[config.mk]
export PLATFORM = sky130hd
export DESIGN_NAME = out_port_uart_tx
export DESIGN_NICKNAME = d
export VERILOG_FILES = /design/src/rtl/out_port_uart_tx.sv
export SDC_FILE = /design/constraint.sdc
export NUM_CORES = 1
export LEC_CHECK = 0
export ABC_AREA = 1
export BUFFER_PORTS_ARGS = -buffer_cell sky130_fd_sc_hd__buf_2
export CAP_MARGIN = 10
export CORE_ASPECT_RATIO = 2
export CORE_MARGIN = 4
export CORE_UTILIZATION = 68
export CTS_BUF_LIST = sky130_fd_sc_hd__clkbuf_8
export DETAILED_ROUTE_END_ITERATION = 7
export PLACE_DENSITY = 0.95
export SYNTH_ARGS = -nofsm -noshare
export SYNTH_HDL_FRONTEND = slang
export SYNTH_SLANG_ARGS = --single-unit
[constraint.sdc]
create_clock -name clk -period 7.7 [get_ports clk]
set_input_delay 0.77 -clock clk [delete_from_list [all_inputs] [get_ports clk]]
set_output_delay 0.77 -clock clk [all_outputs]
set_load 0.01 [all_outputs]
[src/rtl/out_port_uart_tx.sv]
// out_port_uart_tx: serial transmitter for the CPU output port.
// Words written on the out-port strobe are queued in a small FIFO and each
// word is sent as four 8N1 UART frames, least-significant byte first. The
// write side never stalls: a write into a full FIFO is dropped and recorded
// in a sticky overflow flag, unless a pop frees a slot in the same cycle.
module out_port_uart_tx #(
   parameter int CLKS_PER_BIT = 868,
   parameter int FIFO_DEPTH   = 4
) (
   input  logic        clk,
   input  logic        reset,
   input  logic        out_port_enable,
   input  logic [31:0] out_port_data_in,
   input  logic        overflow_clr,
   output logic        tx,
   output logic        busy,
   output logic        fifo_full,
   output logic        fifo_empty,
   output logic        overflow
);

   localparam int PTR_W = $clog2(FIFO_DEPTH);
   localparam int CNT_W = PTR_W + 1;
   localparam logic [CNT_W-1:0] FULL_CNT  = CNT_W'(FIFO_DEPTH);
   localparam logic [PTR_W-1:0] PTR_LAST  = PTR_W'(FIFO_DEPTH - 1);
   localparam logic [15:0]      BAUD_LAST = 16'(CLKS_PER_BIT - 1);

   typedef enum logic [1:0] {
      IDLE  = 2'd0,
      START = 2'd1,
      DATA  = 2'd2,
      STOP  = 2'd3
   } state_t;

   // FIFO storage and bookkeeping
   logic [31:0]      mem_q [FIFO_DEPTH];
   logic [PTR_W-1:0] wr_ptr_q, wr_ptr_d;
   logic [PTR_W-1:0] rd_ptr_q, rd_ptr_d;
   logic [CNT_W-1:0] count_q, count_d;
   logic             overflow_q, overflow_d;
   logic             full_q, full_d;
   logic             empty_q, empty_d;

   // Shifter state
   state_t      state_q, state_d;
   logic [15:0] baud_cnt_q, baud_cnt_d;
   logic [2:0]  bit_idx_q, bit_idx_d;
   logic [1:0]  byte_idx_q, byte_idx_d;
   logic [31:0] shift_q, shift_d;
   logic        tx_q, tx_d;
   logic        busy_q, busy_d;

   // Handshake between the write side, the FIFO and the shifter
   logic pop;
   logic full_now;
   logic accept;
   logic drop;
   logic baud_last;

   // The shifter only pulls a word while sitting in IDLE; the registered count
   // means a word written this cycle is first seen by IDLE next cycle.
   assign pop       = (state_q == IDLE) && (count_q != '0);
   assign full_now  = (count_q == FULL_CNT);
   // A pop in the same cycle frees a slot, so a write into a full FIFO still lands.
   assign accept    = out_port_enable && (!full_now || pop);
   assign drop      = out_port_enable && full_now && !pop;
   assign baud_last = (baud_cnt_q == BAUD_LAST);

   // FIFO pointer, count, flag and overflow next-state logic
   always_comb begin
      wr_ptr_d   = wr_ptr_q;
      rd_ptr_d   = rd_ptr_q;
      count_d    = count_q;
      overflow_d = overflow_q;

      if (accept) begin
         wr_ptr_d = (wr_ptr_q == PTR_LAST) ? '0 : wr_ptr_q + PTR_W'(1);
      end
      if (pop) begin
         rd_ptr_d = (rd_ptr_q == PTR_LAST) ? '0 : rd_ptr_q + PTR_W'(1);
      end

      case ({accept, pop})
         2'b10:   count_d = count_q + CNT_W'(1);
         2'b01:   count_d = count_q - CNT_W'(1);
         default: count_d = count_q;
      endcase

      // A dropping write takes priority over a clear in the same cycle.
      if (drop) begin
         overflow_d = 1'b1;
      end else if (overflow_clr) begin
         overflow_d = 1'b0;
      end

      // Flags are registered copies of decodes of the next count.
      full_d  = (count_d == FULL_CNT);
      empty_d = (count_d == '0);
   end

   // Shifter next-state logic and registered serial outputs
   always_comb begin
      state_d    = state_q;
      baud_cnt_d = baud_cnt_q;
      bit_idx_d  = bit_idx_q;
      byte_idx_d = byte_idx_q;
      shift_d    = shift_q;

      case (state_q)
         IDLE: begin
            if (pop) begin
               shift_d    = mem_q[rd_ptr_q];
               byte_idx_d = '0;
               bit_idx_d  = '0;
               baud_cnt_d = '0;
               state_d    = START;
            end
         end

         START: begin
            if (baud_last) begin
               baud_cnt_d = '0;
               bit_idx_d  = '0;
               state_d    = DATA;
            end else begin
               baud_cnt_d = baud_cnt_q + 16'd1;
            end
         end

         DATA: begin
            if (baud_last) begin
               baud_cnt_d = '0;
               if (bit_idx_q == 3'd7) begin
                  state_d = STOP;
               end else begin
                  bit_idx_d = bit_idx_q + 3'd1;
               end
            end else begin
               baud_cnt_d = baud_cnt_q + 16'd1;
            end
         end

         STOP: begin
            if (baud_last) begin
               baud_cnt_d = '0;
               // Bytes of one word run back to back with no idle gap.
               if (byte_idx_q != 2'd3) begin
                  byte_idx_d = byte_idx_q + 2'd1;
                  state_d    = START;
               end else begin
                  state_d = IDLE;
               end
            end else begin
               baud_cnt_d = baud_cnt_q + 16'd1;
            end
         end

         default: begin
            state_d = IDLE;
         end
      endcase

      // Line level and busy follow the state being entered so that they
      // change on the same edge as the state register.
      case (state_d)
         START:   tx_d = 1'b0;
         DATA:    tx_d = shift_d[{byte_idx_d, bit_idx_d}];
         default: tx_d = 1'b1;
      endcase
      busy_d = (state_d != IDLE);
   end

   // Control registers; reset abandons any frame and discards queued words
   always_ff @(posedge clk or posedge reset) begin
      if (reset) begin
         wr_ptr_q   <= '0;
         rd_ptr_q   <= '0;
         count_q    <= '0;
         overflow_q <= 1'b0;
         full_q     <= 1'b0;
         empty_q    <= 1'b1;
         state_q    <= IDLE;
         baud_cnt_q <= '0;
         bit_idx_q  <= '0;
         byte_idx_q <= '0;
         tx_q       <= 1'b1;
         busy_q     <= 1'b0;
      end else begin
         wr_ptr_q   <= wr_ptr_d;
         rd_ptr_q   <= rd_ptr_d;
         count_q    <= count_d;
         overflow_q <= overflow_d;
         full_q     <= full_d;
         empty_q    <= empty_d;
         state_q    <= state_d;
         baud_cnt_q <= baud_cnt_d;
         bit_idx_q  <= bit_idx_d;
         byte_idx_q <= byte_idx_d;
         tx_q       <= tx_d;
         busy_q     <= busy_d;
      end
   end

   // Data registers: FIFO storage and shift word carry no reset, since the
   // count and state already mark their contents as invalid after reset.
   always_ff @(posedge clk) begin
      if (accept) begin
         mem_q[wr_ptr_q] <= out_port_data_in;
      end
      shift_q <= shift_d;
   end

   assign tx         = tx_q;
   assign busy       = busy_q;
   assign fifo_full  = full_q;
   assign fifo_empty = empty_q;
   assign overflow   = overflow_q;

endmodule

==> impl_metrics.py <==
metrics = {
    "min_path": {
        "hp-class": "in -> async",
    },
    "global_route": {
        "grt_pass1_vias": 5931,
        "grt_pass1_wl_mm": 28.2,
        "grt_use_total_pct": 26.2,
        "grt.overflow.total": 0,
        "antenna_found_initial": 0,
        "grt_max_degree": 71,
    },
    "power": {
        "intPower_mw": 2.00,
        "net-switching-power_mw": 1.27,
        "peakVddDrop_mv": 0.271,
        "power.leakage_nw": 3.43,
        "power.total_mw": 3.27,
        "powerDensity_nw_per_um2": 366,
        "power_switching_share_pct": 38.9,
        "seqPwrFrac_pct": 45.5,
        "pwr-share-clk_pct": 18.7,
        "pwr-share-comb_pct": 35.8,
    },
    "detailed_routing": {
        "vias": 5944,
        "vias_per_cell": 6.02,
        "drt_iter0_markers": 522,
        "first_pass_iters": 6,
        "wl_mm": 17.5,
        "drc": 0,
        "wl_per_cell_um": 17.7,
        "postRouteAntennaNets": 0,
    },
    "setup_path": {
        "crit_chain": "inv_1 > ha_1 > inv_2 > a21oi_4 > buf_4 > ha_1 > inv_1 > fa_1 > a21oi_1 > o21ai_0 > xor2_1 > inv_1 > nor2_1",
        "crit_start": "state_q[1]",
        "r2r_cells": 13,
        "cp-start-kind": "register",
        "critPathCapture": "fifo_full",
        "rrSetupSlack_ns": 4.61,
        "crit_path_end_kind": "register",
        "crit_family": "adder cells",
        "crit_path_top_delay_cell": "buf_4",
        "cp_common_cell": "inv_1",
        "cpPeakStageDelay_ns": 0.54,
        "worst-path-buf-inv": 5,
        "arrival_ns": 3.49,
        "crit_fanout": 70,
        "cp.required_ns": 8.10,
        "rr_startpoint": "state_q[1]",
        "timing_worst_setup_path_type": "reg -> reg",
        "path_depth": 13,
        "regToRegEndpoint": "fifo_full",
    },
    "cts": {
        "cts_buffers": 17,
        "clock_path_buffers": 2,
        "clock-sinks": 195,
        "cts_tree": "built",
        "post_cts_resized": 0,
        "clk_pin_slew_ns": 0.10,
        "cts-htree-levels": 4,
        "post_cts_buffers": 0,
        "ctsHoldBuffers": 0,
        "clk_latency_ns": 0.47,
        "cts_root_buf": "clkbuf_8",
    },
    "sta": {
        "worst_slack_ns": 4.61,
        "skew_ns": 0.0128,
        "hold_violations": 0,
        "max_freq_mhz": 324,
        "drv_slew": 0,
        "finalSetupViolCount": 0,
        "setup_tns_ns": 0,
        "maxSlewHeadroom_pct": 21.2,
        "worst_pin_slew_ns": 1.18,
        "fin_crit_ns": 3.09,
        "finalCritPeriodShare_pct": 40.1,
        "grt_setup_unrepaired": "no",
    },
    "synth": {
        "synth_top_area_share_pct": 46.5,
        "yosysSeqAreaShare_pct": 64.8,
        "yosys.area.top_type": "edfxtp_1",
        "syn-instance-count": 794,
        "synth-edff-count": 128,
        "avgSynthCellArea_um2": 10.4,
        "ys.warnings.count": 0,
        "yosys_register_bits": 195,
        "async_reset_ff_share_pct": 17.9,
        "synthFlopType": "edfxtp_1",
        "syn_nets": 844,
        "synthesis.area_um2": 8270,
        "synth_area_leaders": "edfxtp_1 (46%), dfrtp_1 (10%), nor2_1 (8.7%), dfxtp_1 (7.7%), o21ai_0 (5.2%)",
        "yosys.cell_types.count": 43,
    },
    "flow_run": {
        "max_cap_viol_count": 0,
    },
    "final_layout": {
        "syn2layout_area_growth_pct": 8.06,
        "drive_gt1_share_pct": 13.7,
        "nets": 879,
        "num_antenna_cells": 0,
    },
    "floorplan": {
        "ios": 41,
        "die_area_um2": 14100,
        "rows": 56,
        "die_w_um": 86.0,
        "die_y_um": 164,
        "start_util_pct": 69.9,
        "core_area_um2": 11800,
    },
    "placement": {
        "port_buffers": 40,
        "post-place-ws_ns": 4.64,
        "dp_hpwl_mm": 11.2,
        "gp_congestion": 0.966,
    },
    "status": {
        "outcome": "finished, final reports clean",
    },
}
-- state kept, by name, indices dropped and copies added (netlist names) --
register	flops
busy	1
state_q	2
fifo_full	1
overflow	1
baud_cnt_q	16
rd_ptr_q	2
shift_q	32
tx	1
fifo_empty	1
byte_idx_q	2
count_q	3
mem_q	128
wr_ptr_q	2
bit_idx_q	3
-- worst min path at each step --
| stage | start | end | slack [ns] | cells after the start |
|---|---|---|---|---|
| final | reset | wr_ptr_q[1] | 0.38 | 3 |
| after global routing | reset | wr_ptr_q[0] | 0.42 | 3 |
| after CTS | reset | wr_ptr_q[1] | 0.39 | 3 |
| after detailed placement | shift_q[7] | shift_q[7] | 0.48 | 2 |
| after global placement | shift_q[2] | shift_q[2] | 0.48 | 2 |
| after floorplan | shift_q[11] | shift_q[11] | 0.46 | 2 |
-- logic make-up after synthesis --
| kind of cell | Yosys count | synth area share (%) |
|---|---|---|
| XOR/XNOR | 7 | 0.741 |
| flip-flops | 195 | 64.8 |
| AND/OR/NAND/NOR | 337 | 17.2 |
| buffers and inverters | 94 | 4.79 |
| AO/OA/AOI/OAI | 147 | 10.2 |
| adder cells (fa/ha/maj) | 14 | 2.21 |
-- synth_stat cells, drive strengths merged, types with 3 or more instances --
cell type / count
clkbuf: 9
or2: 3
nor2: 196
o21ai: 87
ha: 13
xor2: 5
edfxtp: 128
dfxtp: 32
o22ai: 9
dfrtp: 33
nand3: 64
inv: 60
nand2: 67
buf: 23
nor3: 4
a31oi: 33
a21oi: 12
-- worst register-to-register path, stage by stage, from the launching register on --
cell and delay [ns]:
dfrtp_1 0.44, inv_1 0.15, ha_1 0.31, inv_2 0.11
a21oi_4 0.11, buf_4 0.54, ha_1 0.27, inv_1 0.07
fa_1 0.39, a21oi_1 0.15, o21ai_0 0.11, xor2_1 0.22
inv_1 0.06, nor2_1 0.09
-- per-layer routing --
layer	wire length (um)	track usage (%)	vias up
met5	0	0	-
met1	5880	27.5	2826
met3	901	4.07	76
met4	869	15.8	0
met2	9820	47.9	252
li1	-	-	2790
-- per-stage QoR --
stage | utilization [%] | cell area (um2) | instances | hold slack, ns
2_1_floorplan | - | 8270 | 794 | 0.465
5_1_grt | 75.5 | 8940 | 987 | 0.420
3_3_place_gp | 72.3 | 8560 | 955 | 0.475
6_report | 75.5 | 8940 | 987 | 0.379
3_5_place_dp | 72.3 | 8560 | 955 | 0.482
4_1_cts | 75.5 | 8940 | 987 | 0.393
-- final cells by class --
type                    count  area (um2)
multi-input cells         505        2520
flip-flops and latches    195        5360
fillers                   715        2900
clock inverters            14         129
repair buffers             48         260
inverters                  62         234
well taps                 145         181
clock buffers              18         248
-- placed cells by master (no fill, tap or decap), types with 2 or more instances in the layout --
cell,netlist,routed
nor2_4,2,2
xor2_1,5,5
a21oi_1,9,9
o22ai_1,9,9
inv_8,0,2
nand4_1,2,2
nand3_1,63,63
clkinvlp_4,0,4
a31oi_1,33,33
clkinv_2,1,2
clkbuf_8,0,18
nand2_1,58,58
o21ai_0,86,86
nor2_1,191,187
nor2_2,3,7
inv_1,55,56
dfxtp_1,32,32
clkinv_8,0,2
edfxtp_1,128,128
dfstp_2,2,2
nand2_2,8,8
o32ai_1,2,2
clkinv_4,0,2
inv_2,5,5
or2_2,2,2
buf_4,2,8
a21oi_2,2,2
ha_1,13,13
inv_6,0,2
buf_2,16,40
nor3_1,3,3
xnor2_1,2,2
dfrtp_1,33,32
-- power by group through the flow --
stage	Sequential, mW	Clock [mW]	Combinational, mW
2_1_floorplan	1.49	0	0.841
3_3_place_gp	1.49	0	1.10
3_5_place_dp	1.51	0	1.15
4_1_cts	1.48	0.614	1.16
5_1_grt	1.50	0.662	1.29
6_report	1.49	0.612	1.17
Note: power is estimated with default switching activity, not from simulation.
